--- config.mk ---
export PLATFORM = sky130hd
export DESIGN_NAME = mm2s_pixel_unpacker
export DESIGN_NICKNAME = d
export VERILOG_FILES = /design/src/rtl/mm2s_pixel_unpacker.sv
export SDC_FILE = /design/constraint.sdc
export NUM_CORES = 1
export LEC_CHECK = 0
export BUFFER_PORTS_ARGS = -buffer_cell sky130_fd_sc_hd__buf_2
export CELL_PAD_IN_SITES_DETAIL_PLACEMENT = 1
export CELL_PAD_IN_SITES_GLOBAL_PLACEMENT = 1
export CORE_MARGIN = 2
export CORE_UTILIZATION = 35
export CTS_CLUSTER_DIAMETER = 30
export DETAILED_ROUTE_END_ITERATION = 6
export PLACE_DENSITY = 0.67
export SLEW_MARGIN = 30
export SYNTH_ARGS = -nofsm -noshare
export SYNTH_HDL_FRONTEND = slang
export SYNTH_SLANG_ARGS = --single-unit
--- constraint.sdc ---
create_clock -name m_axi_acp_aclk -period 10.3 [get_ports m_axi_acp_aclk]
set_input_delay 2.06 -clock m_axi_acp_aclk [delete_from_list [all_inputs] [get_ports m_axi_acp_aclk]]
set_output_delay 2.06 -clock m_axi_acp_aclk [all_outputs]
set_load 0.02 [all_outputs]
--- src/rtl/mm2s_pixel_unpacker.sv ---
// Unpacks 64-bit DMA stream words into 24-bit little-endian RGB pixels and
// tracks frame boundaries, flagging frames whose last pixel leaves stray bytes.
module mm2s_pixel_unpacker #(
  parameter int FRAME_PIXELS = 1280*720,
  parameter int PIX_COUNT_W  = 20
) (
  input  logic        m_axi_acp_aclk,
  input  logic        axi_resetn,
  input  logic        flush,
  input  logic [63:0] s_data,
  input  logic        s_valid,
  output logic        s_ready,
  output logic [23:0] pix_data,
  output logic        pix_valid,
  input  logic        pix_ready,
  output logic        pix_last,
  output logic        frame_done,
  output logic        align_err
);

  localparam logic [PIX_COUNT_W-1:0] LAST_PIX = PIX_COUNT_W'(FRAME_PIXELS - 1);

  logic [127:0]           buf_q, buf_d;
  logic [127:0]           shifted, wr_mask, wr_data;
  logic [4:0]             fill_q, fill_d;
  logic [4:0]             base;
  logic [7:0]             bit_off;
  logic [PIX_COUNT_W-1:0] pcnt_q, pcnt_d;
  logic                   frame_done_q, frame_done_d;
  logic                   align_err_q, align_err_d;
  logic                   s_hs, p_hs;

  assign s_ready    = (fill_q <= 5'd8) & ~flush;
  assign pix_valid  = (fill_q >= 5'd3) & ~flush;
  assign pix_data   = buf_q[23:0];
  assign pix_last   = pix_valid & (pcnt_q == LAST_PIX);
  assign frame_done = frame_done_q;
  assign align_err  = align_err_q;

  assign s_hs = s_valid & s_ready;
  assign p_hs = pix_valid & pix_ready;

  always_comb begin
    shifted = p_hs ? {24'd0, buf_q[127:24]} : buf_q;
    base    = p_hs ? (fill_q - 5'd3) : fill_q;
    bit_off = {base, 3'b000};
    // The incoming word lands right after the bytes that survive this cycle's pop.
    wr_mask = {64'd0, {64{1'b1}}} << bit_off;
    wr_data = {64'd0, s_data} << bit_off;
    buf_d   = s_hs ? ((shifted & ~wr_mask) | wr_data) : shifted;
    fill_d  = s_hs ? (base + 5'd8) : base;

    pcnt_d = pcnt_q;
    if (p_hs) begin
      pcnt_d = pix_last ? '0 : pcnt_q + PIX_COUNT_W'(1);
    end
    frame_done_d = p_hs & pix_last;
    // On the last pixel, base equals the bytes left over from this frame.
    align_err_d  = align_err_q | (p_hs & pix_last & (base != 5'd0));

    if (flush) begin
      fill_d       = '0;
      pcnt_d       = '0;
      frame_done_d = 1'b0;
      align_err_d  = 1'b0;
    end
  end

  always_ff @(posedge m_axi_acp_aclk or negedge axi_resetn) begin
    if (!axi_resetn) begin
      buf_q        <= '0;
      fill_q       <= '0;
      pcnt_q       <= '0;
      frame_done_q <= 1'b0;
      align_err_q  <= 1'b0;
    end else begin
      buf_q        <= buf_d;
      fill_q       <= fill_d;
      pcnt_q       <= pcnt_d;
      frame_done_q <= frame_done_d;
      align_err_q  <= align_err_d;
    end
  end

endmodule

==> flow_summary.json, run 1 <==
{
  "avgSynthCellArea_sq_um": 8.35,
  "post_cts_buffers": 0,
  "path_cells": "buf_4, ha_1, nor4_4, buf_4, a21o_1, nor4_1, buf_2",
  "final_antenna_net_count": 0,
  "cts_tree": "built",
  "grtUsageMet2_pct": 51.3,
  "ys_seq_elements": 155,
  "r2r_start": "fill_q[1]",
  "max_stage_delay_ps": 930,
  "slew_violations": 0,
  "crit_end": "pix_last",
  "p_per_area_nw_per_um2": 203,
  "cts_resized": 0,
  "worstHoldStart": "buf_q[127]",
  "start_util_pct": 35.6,
  "grt_pass1_vias": 13905,
  "path_common_cell": "buf_4",
  "grt_util_met1_pct": 39.7,
  "start_kind": "flip-flop",
  "synth-adder-area-share_pct": 0.491,
  "synth_top_area_share_pct": 30.4,
  "clk_path_buf_depth": 2,
  "drtIter0Drc": 1316,
  "cp.depth": 7,
  "synthMuxAreaShare_pct": 10.2,
  "rows": 69,
  "die_area_sq_um": 37900,
  "avgRoutedWirePerCell_um": 30.4,
  "antenna_found_initial": 0,
  "cts-root-buf": "clkbuf_16",
  "io_pins": 98,
  "final_common_cell": "dfrtp_1",
  "dpl.cell_count": 1939,
  "status": "complete, no violations",
  "die_h_um": 195,
  "reg2reg_depth": 9,
  "maxSlewHeadroom_pct": 29.5,
  "period_needed_ps": 5790,
  "period_share_pct": 56.2,
  "yosys.area.top_type": "dfrtp_1",
  "grt_overflow_total": 0,
  "wl_mm": 60.0,
  "synthSimpleGateAreaFrac_pct": 15.0,
  "synthXorXnorAreaFrac_pct": 1.38,
  "crit_slowest_cell": "ha_1",
  "setup_violations": 0,
  "crit_fanout": 59,
  "power_frac_clock_pct": 23.6,
  "via_per_inst": 6.97,
  "synth_seq_area_share_pct": 30.4,
  "io_buffers": 97,
  "syn_nets": 1600,
  "cts_max_level": 4,
  "drv_cap": 0,
  "comb_power_share_pct": 41.2,
  "synth-edff-count": 0,
  "ys_async_sr_fraction_pct": 100,
  "rsz0062_at_grt": "false",
  "clkTransAtPathRegs_ps": 70,
  "synth.distinct_cells": 79,
  "layout-drive-gt1-share_pct": 14.0,
  "crit-reg2reg-capture": "buf_q[95]",
  "syn2layout_area_growth_pct": 9.53,
  "critPathLaunch": "fill_q[1]",
  "p_seq_share_pct": 35.2,
  "grt_first_pass_wirelength_mm": 89.7,
  "synth_area_leaders": "dfrtp_1 (30%), mux2i_1 (8.6%), o221ai_1 (5.0%)",
  "cts-buffers-inserted": 17,
  "crit_type": "reg2out",
  "place_hpwl_mm": 42.3,
  "fin_nets": 1572,
  "drc": 0,
  "grt_usage_pct": 31.4,
  "synth-compound-area-share_pct": 34.7,
  "place.gp.congestion": 0.975,
  "holdCritPathClass": "reg2reg",
  "clock_sinks": 155,
  "dr_total_vias": 13745,
  "worst-path-buf-inv": 3,
  "syn_inst": 1526,
  "busiest_layer": "met2",
  "hold_buffers": 0,
  "synth_warnings": 0,
  "sw_frac_of_total_pct": 42.5,
  "fin_cells": 1972,
  "insertion_delay_ps": 440,
  "grt_max_degree": 99,
  "synth-main-ff-cell": "dfrtp_1",
  "layout_common_cells": "dfrtp_1 (153), nand2_1 (124), mux2i_1 (110), buf_2 (96), a21oi_1 (83)",
  "met3_usage_pct": 4.55,
  "worst_pin_slew_ps": 1060,
  "vdd_drop_max_v": 0.000137,
  "final.setup_skew_ps": 9.22,
  "critical_path_arrival_ps": 3730,
  "die_w_um": 195,
  "synth_area_sq_um": 12700,
  "timing_hold_violations_final": 0,
  "reg2reg_slack_ps": 4960,
  "p_int_mw": 1.63,
  "num_antenna_cells": 0,
  "dr.pass1.iters": 5,
  "finalSetupTns_ps": 0,
  "fmax_ghz": 0.173,
  "required_ps": 8240,
  "synth_top_family_by_area": "compound AO/OA/AOI/OAI gates",
  "p_switching_mw": 1.21,
  "crit_family": "buffers and inverters",
  "end_kind": "output pin",
  "core-area_sq_um": 35700,
  "p_leak_nw": 5.31
}
-- logic make-up after synthesis --
| kind of cell | after synthesis |
|---|---|
| adder cells (fa/ha/maj) | 5 |
| AO/OA/AOI/OAI | 602 |
| XOR/XNOR | 20 |
| AND/OR/NAND/NOR | 396 |
| buffers and inverters | 220 |
| multiplexers | 128 |
| flip-flops | 155 |
-- worst min path at each step --
stage                       endpoint  slack, ps  cells past startpoint
after floorplan           buf_q[121]        440                      2
after global placement    buf_q[120]        470                      2
after detailed placement  buf_q[127]        480                      2
after CTS                 buf_q[127]        490                      2
after global routing      buf_q[127]        520                      2
final                     buf_q[127]        490                      2
-- tightest hold or removal path: cells and delay by family, from the launching register on --
family / cells / cell delay [ps]
flops: 1 / 350
compound gates: 1 / 60
simple gates: 1 / 50
-- flip-flops by register name, indices dropped and copies added, names as in the netlist --
| name | flops |
|---|---|
| pcnt_q | 20 |
| buf_q | 128 |
| frame_done | 1 |
| align_err | 1 |
| fill_q | 5 |
-- power by group through the flow --
stage,combinational [mW],clock [mW],sequential (mW)
after global routing,1.25,0.698,1.02
after detailed placement,1.14,0,1.01
after CTS,1.15,0.675,0.999
after floorplan,0.835,0,0.924
final,1.17,0.668,1.00
after global placement,1.12,0,1.00
-- stage by stage --
step           total power, mW  util (%)  cell area, sq um  worst slack, ps  hold WS [ps]
5_1_grt                   2.98      39.0             14000             4310           518
3_5_place_dp              2.15      37.2             13300             4480           475
4_1_cts                   2.82      38.9             13900             4500           490
3_3_place_gp              2.12      37.2             13300             4550           469
6_report                  2.84      39.0             14000             4510           494
2_1_floorplan             1.76         -             12700             4910           443
-- Yosys cell counts (all sizes together) (9+ instances only) --
cell and number:
dfrtp 155, nand2 127, mux2i 110, clkbuf 97, a21oi 90, buf 78
o221ai 73, nor2 71, o21ai 63, o22ai 57, nor3 53, nand3 44
inv 43, a32oi 37, a22oi 35, o211ai 34, a211oi 30, a21o 24
or3 24, o31ai 22, o32ai 22, and3 19, mux2 18, xnor2 17
a221oi 16, a211o 15, a221o 15, nand2b 13, nor2b 9
-- layout make-up --
cell class,instances,area (sq um)
Timing Repair Buffer,128,747
Fill cell,4215,21800
Clock buffer,20,457
Sequential cell,155,3880
Inverter,45,169
Tap cell,461,577
Clock inverter,12,146
Multi-Input combinational cell,1151,7970
-- layer usage --
layer / vias up / share of wire, %
li1: 5898 / -
met1: 6996 / 41
met2: 654 / 47
met3: 197 / 6.2
met4: 0 / 6.2
met5: - / 0
Note: power is estimated with default switching activity, not from simulation.
==> run 2, diff against run 1 <==
--- a/config.mk
+++ b/config.mk
@@ -12,7 +12,7 @@
 export CORE_UTILIZATION = 35
 export CTS_CLUSTER_DIAMETER = 30
 export DETAILED_ROUTE_END_ITERATION = 6
-export PLACE_DENSITY = 0.67
+export PLACE_DENSITY = 0.69
 export SLEW_MARGIN = 30
 export SYNTH_ARGS = -nofsm -noshare
 export SYNTH_HDL_FRONTEND = slang
==> constraint.sdc (replaced) <==
create_clock -name m_axi_acp_aclk -period 5.18 [get_ports m_axi_acp_aclk]
set_input_delay 1.036 -clock m_axi_acp_aclk [delete_from_list [all_inputs] [get_ports m_axi_acp_aclk]]
set_output_delay 1.036 -clock m_axi_acp_aclk [all_outputs]
set_load 0.02 [all_outputs]
==> run 2 against run 1 <==
Compared with the run above:
- cell area increased by 2.1%
- global-route usage increased by 0.32 points
- via count increased by 2.8%
- worst hold slack about the same
- combinational power increased by 100%
- power increased by 100%
- flip-flop and latch count unchanged
- sequential power increased by 100%
- wire length increased by 2.1%
- core utilization increased by 0.82 points
- setup slack got worse by 3700 ps
- critical endpoint is now buf_q[93]
- largest power group unchanged
==> flow_summary.json, run 2 (synthesis results as in run 1) <==
{
  "avgRoutedWirePerCell_um": 30.5,
  "grt_usage_pct": 31.7,
  "min_path_cells": 2,
  "start_kind": "flip-flop",
  "grt_overflow_total": 0,
  "dr_total_vias": 14123,
  "insertion_delay_ps": 440,
  "stdcell_area_sq_um": 14200,
  "die_area_sq_um": 37900,
  "top_register": "buf_q",
  "setup_violations": 0,
  "reg2reg_depth": 8,
  "p_per_area_nw_per_um2": 407,
  "timing_hold_violations_final": 0,
  "largest_reg_flops": 128,
  "dr.pass1.iters": 5,
  "core-area_sq_um": 35700,
  "reg_top3": "buf_q x128, pcnt_q x20, fill_q x5",
  "post_cts_buffers": 0,
  "place_ws_ps": 791,
  "cts_max_level": 4,
  "whs_endpoint": "buf_q[124]",
  "clk_path_buf_depth": 2,
  "worst_pin_slew_ps": 1010,
  "final.setup_skew_ps": 11.9,
  "io_pins": 98,
  "clock_sinks": 155,
  "io_buffers": 97,
  "die_w_um": 195,
  "place_area_sq_um": 13600,
  "fin_cells": 2007,
  "drc": 0,
  "p_leak_nw": 5.51,
  "drv_cap": 0,
  "period_needed_ps": 4380,
  "max_stage_delay_ps": 850,
  "place.gp.congestion": 0.975,
  "fill_cells": 4235,
  "crit_slowest_cell": "a22oi_1",
  "num_antenna_cells": 0,
  "clkTransAtPathRegs_ps": 80,
  "worstHoldStart": "buf_q[124]",
  "crit_fanout": 39,
  "die_h_um": 195,
  "holdCritPathClass": "reg2reg",
  "r2r_start": "fill_q[0]",
  "rows": 69,
  "end_kind": "flip-flop",
  "maxSlewHeadroom_pct": 32.6,
  "wl_mm": 61.2,
  "cts_tree": "built",
  "fin_nets": 1607,
  "antenna_found_initial": 0,
  "via_per_inst": 7.04,
  "reg2reg_slack_ps": 800,
  "cts-root-buf": "clkbuf_16",
  "layout_common_cells": "dfrtp_1 (153), nand2_1 (125), mux2i_1 (110), buf_2 (98), a21oi_1 (88)",
  "period_share_pct": 84.6,
  "syn2layout_area_growth_pct": 11.8,
  "required_ps": 5500,
  "slew_violations": 0,
  "final_antenna_net_count": 0,
  "cts-buffers-inserted": 17,
  "crit-reg2reg-capture": "buf_q[93]",
  "place_hpwl_mm": 43.8,
  "grt_pass1_vias": 14348,
  "cts_resized": 0,
  "start_util_pct": 35.6,
  "layout-drive-gt1-share_pct": 15.3,
  "status": "complete, no violations",
  "fmax_ghz": 0.228,
  "worst_slack_ps": 796,
  "rsz0062_at_grt": "false",
  "finalSetupTns_ps": 0,
  "vdd_drop_max_v": 0.000275,
  "hold_buffers": 0,
  "drtIter0Drc": 1361,
  "path_cells": "ha_1, or4_4, o21ai_4, buf_4, o221ai_1, a22oi_1, a21oi_1, a222oi_1",
  "crit_type": "reg2reg",
  "grt_max_degree": 92,
  "critical_path_arrival_ps": 4710,
  "dpl.cell_count": 1974,
  "final_common_cell": "dfrtp_1",
  "grt_first_pass_wirelength_mm": 91.0
}
[run 2: where the power goes]
group	switching (mW)	total [mW]	internal, mW
sequential	0.348	2.00	1.65
clock	0.587	1.42	0.835
combinational	1.53	2.38	0.848
[run 2: worst max path at each step]
stage	startpoint	endpoint	slack (ps)
floorplan	fill_q[0]	buf_q[6]	1700
global placement	fill_q[0]	buf_q[93]	930
detailed placement	flush	buf_q[97]	790
CTS	fill_q[0]	buf_q[93]	840
global route	fill_q[0]	buf_q[93]	690
finish	fill_q[0]	buf_q[93]	800
[run 2: metrics by stage]
stage | hold WS, ps | power (mW) | utilization, %
6_report | 494 | 5.80 | 39.9
5_1_grt | 521 | 6.04 | 39.9
4_1_cts | 492 | 5.76 | 39.8
3_5_place_dp | 477 | 4.33 | 38.0
3_3_place_gp | 465 | 4.27 | 37.9
2_1_floorplan | 443 | 3.50 | -
[run 2: cell type report]
cell class | count | area (sq um) | share of cell area (%)
clock inverters | 13 | 203 | 1.42
repair buffers | 163 | 1030 | 7.21
inverters | 45 | 169 | 1.19
clock buffers | 19 | 443 | 3.11
multi-input cells | 1151 | 7940 | 55.8
well taps | 461 | 577 | 4.05
flip-flops and latches | 155 | 3880 | 27.3
[run 2: critical path, delay by kind of cell, from the launching register on]
| family | cells | cell delay (ps) |
|---|---|---|
| compound gates | 5 | 2130 |
| fa+ha+maj | 1 | 490 |
| buf+inv | 1 | 330 |
| flops | 1 | 490 |
| simple gates | 1 | 800 |
[run 2: routing by layer]
metal	global-route usage [%]	wire [um]	part of all wire, %	up-vias
li1	-	-	-	5971
met2	53.1	29000	47	785
met1	37.4	23300	38	7109
met3	4.75	4200	6.9	258
met5	0	0	0	-
met4	21.9	4800	7.8	0
==> run 3, diff against run 2 <==
--- a/config.mk
+++ b/config.mk
@@ -5,6 +5,7 @@
 export SDC_FILE = /design/constraint.sdc
 export NUM_CORES = 1
 export LEC_CHECK = 0
+export ABC_AREA = 1
 export BUFFER_PORTS_ARGS = -buffer_cell sky130_fd_sc_hd__buf_2
 export CELL_PAD_IN_SITES_DETAIL_PLACEMENT = 1
 export CELL_PAD_IN_SITES_GLOBAL_PLACEMENT = 1
@@ -12,7 +13,7 @@
 export CORE_UTILIZATION = 35
 export CTS_CLUSTER_DIAMETER = 30
 export DETAILED_ROUTE_END_ITERATION = 6
-export PLACE_DENSITY = 0.69
+export PLACE_DENSITY = 0.73
 export SLEW_MARGIN = 30
 export SYNTH_ARGS = -nofsm -noshare
 export SYNTH_HDL_FRONTEND = slang
==> constraint.sdc (replaced) <==
create_clock -name m_axi_acp_aclk -period 3.8 [get_ports m_axi_acp_aclk]
set_input_delay 0.76 -clock m_axi_acp_aclk [delete_from_list [all_inputs] [get_ports m_axi_acp_aclk]]
set_output_delay 0.76 -clock m_axi_acp_aclk [all_outputs]
set_load 0.02 [all_outputs]
==> run 3 against run 2 <==
Compared with the run above:
- synthesized cell count grew 9.1%
- sequential power grew 35%
- area after synthesis shrank 13%
- core utilization shrank 0.67 points
- highest routed layer unchanged
==> flow_summary.json, run 3 <==
{
  "synth_warnings": 0,
  "p_per_area_nw_per_um2": 666,
  "cts-buffers-inserted": 17,
  "syn2layout_area_growth_pct": 11.0,
  "insertion_delay_ps": 450,
  "dpl.cell_count": 2078,
  "yosys.area.top_type": "dfrtp_1",
  "period_needed_ps": 3110,
  "die_w_um": 182,
  "fin_nets": 1769,
  "vdd_drop_max_v": 0.000365,
  "die_h_um": 182,
  "clk_path_buf_depth": 2,
  "clkTransAtPathRegs_ps": 60,
  "place.gp.congestion": 1.02,
  "end_kind": "flip-flop",
  "status": "complete, no violations",
  "synth_seq_area_share_pct": 35.1,
  "dr.pass1.iters": 5,
  "final_common_cell": "nand2_1",
  "syn_inst": 1665,
  "core-area_sq_um": 31300,
  "largest_reg_flops": 128,
  "num_antenna_cells": 0,
  "p_leak_nw": 6.46,
  "grt_usage_pct": 32.3,
  "synth_area_leaders": "dfrtp_1 (35%), nand2_1 (20%), nand3_1 (15%)",
  "worst_slack_ps": 694,
  "fin_util_pct": 39.2,
  "layout_common_cells": "nand2_1 (600), nand3_1 (342), dfrtp_1 (155), inv_1 (103), buf_2 (96)",
  "via_per_inst": 5.69,
  "critPathLaunch": "fill_q[0]",
  "synth-main-ff-cell": "dfrtp_1",
  "place_area_sq_um": 11700,
  "crit-reg2reg-capture": "buf_q[49]",
  "avgSynthCellArea_sq_um": 6.64,
  "met3_usage_pct": 5.58,
  "finalSetupTns_ps": 0,
  "crit_end": "buf_q[49]",
  "hold_buffers": 0,
  "post_cts_buffers": 0,
  "synth_area_sq_um": 11100,
  "synth.distinct_cells": 40,
  "avgRoutedWirePerCell_um": 24.9,
  "fmax_ghz": 0.322,
  "synth-edff-count": 0,
  "reg2reg_slack_ps": 690,
  "start_kind": "flip-flop",
  "crit_fanout": 25,
  "io_buffers": 97,
  "reg_top3": "buf_q x128, pcnt_q x20, fill_q x5",
  "fill_cells": 4090,
  "holdCritPathClass": "in2async",
  "reg2reg_depth": 13,
  "final.setup_skew_ps": 9.77,
  "setup_violations": 0,
  "ys_seq_elements": 155,
  "start_util_pct": 35.3,
  "clock_sinks": 155,
  "grt_max_degree": 145,
  "synth_top_area_share_pct": 35.1,
  "worst_pin_slew_ps": 774,
  "top_register": "buf_q",
  "ys_async_sr_fraction_pct": 100,
  "place_hpwl_mm": 40.7,
  "cts_tree": "built",
  "busiest_layer": "met2",
  "maxSlewHeadroom_pct": 48.4,
  "stdcell_area_sq_um": 12300,
  "wl_mm": 52.4,
  "grt_first_pass_wirelength_mm": 78.1,
  "io_pins": 98,
  "cts_max_level": 4,
  "antenna_found_initial": 0,
  "drc": 0,
  "fin_cells": 2108,
  "slew_violations": 0,
  "crit_type": "reg2reg",
  "grtUsageMet2_pct": 51.3,
  "drv_cap": 0,
  "r2r_start": "fill_q[0]",
  "finalPower_mw": 8.18,
  "dr_total_vias": 11994,
  "place_ws_ps": 641,
  "rsz0062_at_grt": "false",
  "grt_pass1_vias": 12083,
  "yosysMostFrequentCell": "nand2_1",
  "required_ps": 4130,
  "synth_common_cells": "nand2_1 (601), nand3_1 (342), dfrtp_1 (155)",
  "drtIter0Drc": 1188,
  "grt_overflow_total": 0,
  "whs_ps": 225,
  "die_area_sq_um": 33000,
  "grt_util_met1_pct": 43.4,
  "cts_resized": 0,
  "rows": 65,
  "critical_path_arrival_ps": 3430,
  "period_share_pct": 81.7,
  "syn_nets": 1739,
  "final_antenna_net_count": 0,
  "timing_hold_violations_final": 0,
  "layout-drive-gt1-share_pct": 12.4,
  "cts-root-buf": "clkbuf_16"
}
[run 3: layout make-up]
type / instances / area, sq um / share of cell area [%]
clock buffer: 23 / 488 / 3.98
clock inverter: 7 / 90.1 / 0.734
timing repair buffer: 125 / 752 / 6.13
multi-input combinational: 1281 / 6120 / 49.9
tap: 402 / 503 / 4.10
sequential: 155 / 3880 / 31.6
inverter: 115 / 442 / 3.60
[run 3: per-layer routing]
metal,up-vias,wire [um]
met3,91,3660
met1,5938,22700
met5,-,0
met4,0,2300
li1,5510,-
met2,455,23800
[run 3: logic make-up (layout without fill, tap and decap cells)]
group	count (synthesis)	after routing	share of synthesized area (%)
simple gates	1057	1057	41.7
fa+ha+maj	5	5	0.566
buf+inv	229	270	9.59
flops	155	155	35.1
mux	32	32	2.90
compound gates	176	176	9.26
xor+xnor	11	11	0.872
[run 3: how the worst min path moves through the flow]
stage                          start         end  slack [ps]  depth (start not counted)
final                     axi_resetn   buf_q[93]         220                          1
after global placement    buf_q[123]  buf_q[123]         490                          2
after floorplan           axi_resetn   align_err         460                          0
after global routing      axi_resetn   fill_q[4]         240                          1
after detailed placement  buf_q[114]  buf_q[114]         500                          2
after CTS                 axi_resetn   fill_q[4]         240                          1
[run 3: worst max-delay path, cell delays in order (launching register included)]
cell and delay, ps:
dfrtp_1 420, ha_1 260, nor2_4 130, nand4_4 130, nand3_4 150, inv_2 70
nand2_1 100, nand2_4 80, inv_4 280, nand3_2 250, inv_2 450, nand2_1 360
o211ai_1 210, nand2_1 80
[run 3: report_power, final]
part	leakage (nW)	switching (mW)	internal (mW)
logic	4.23	2.64	1.11
registers	1.96	0.406	2.30
clock network	0.281	0.693	1.03
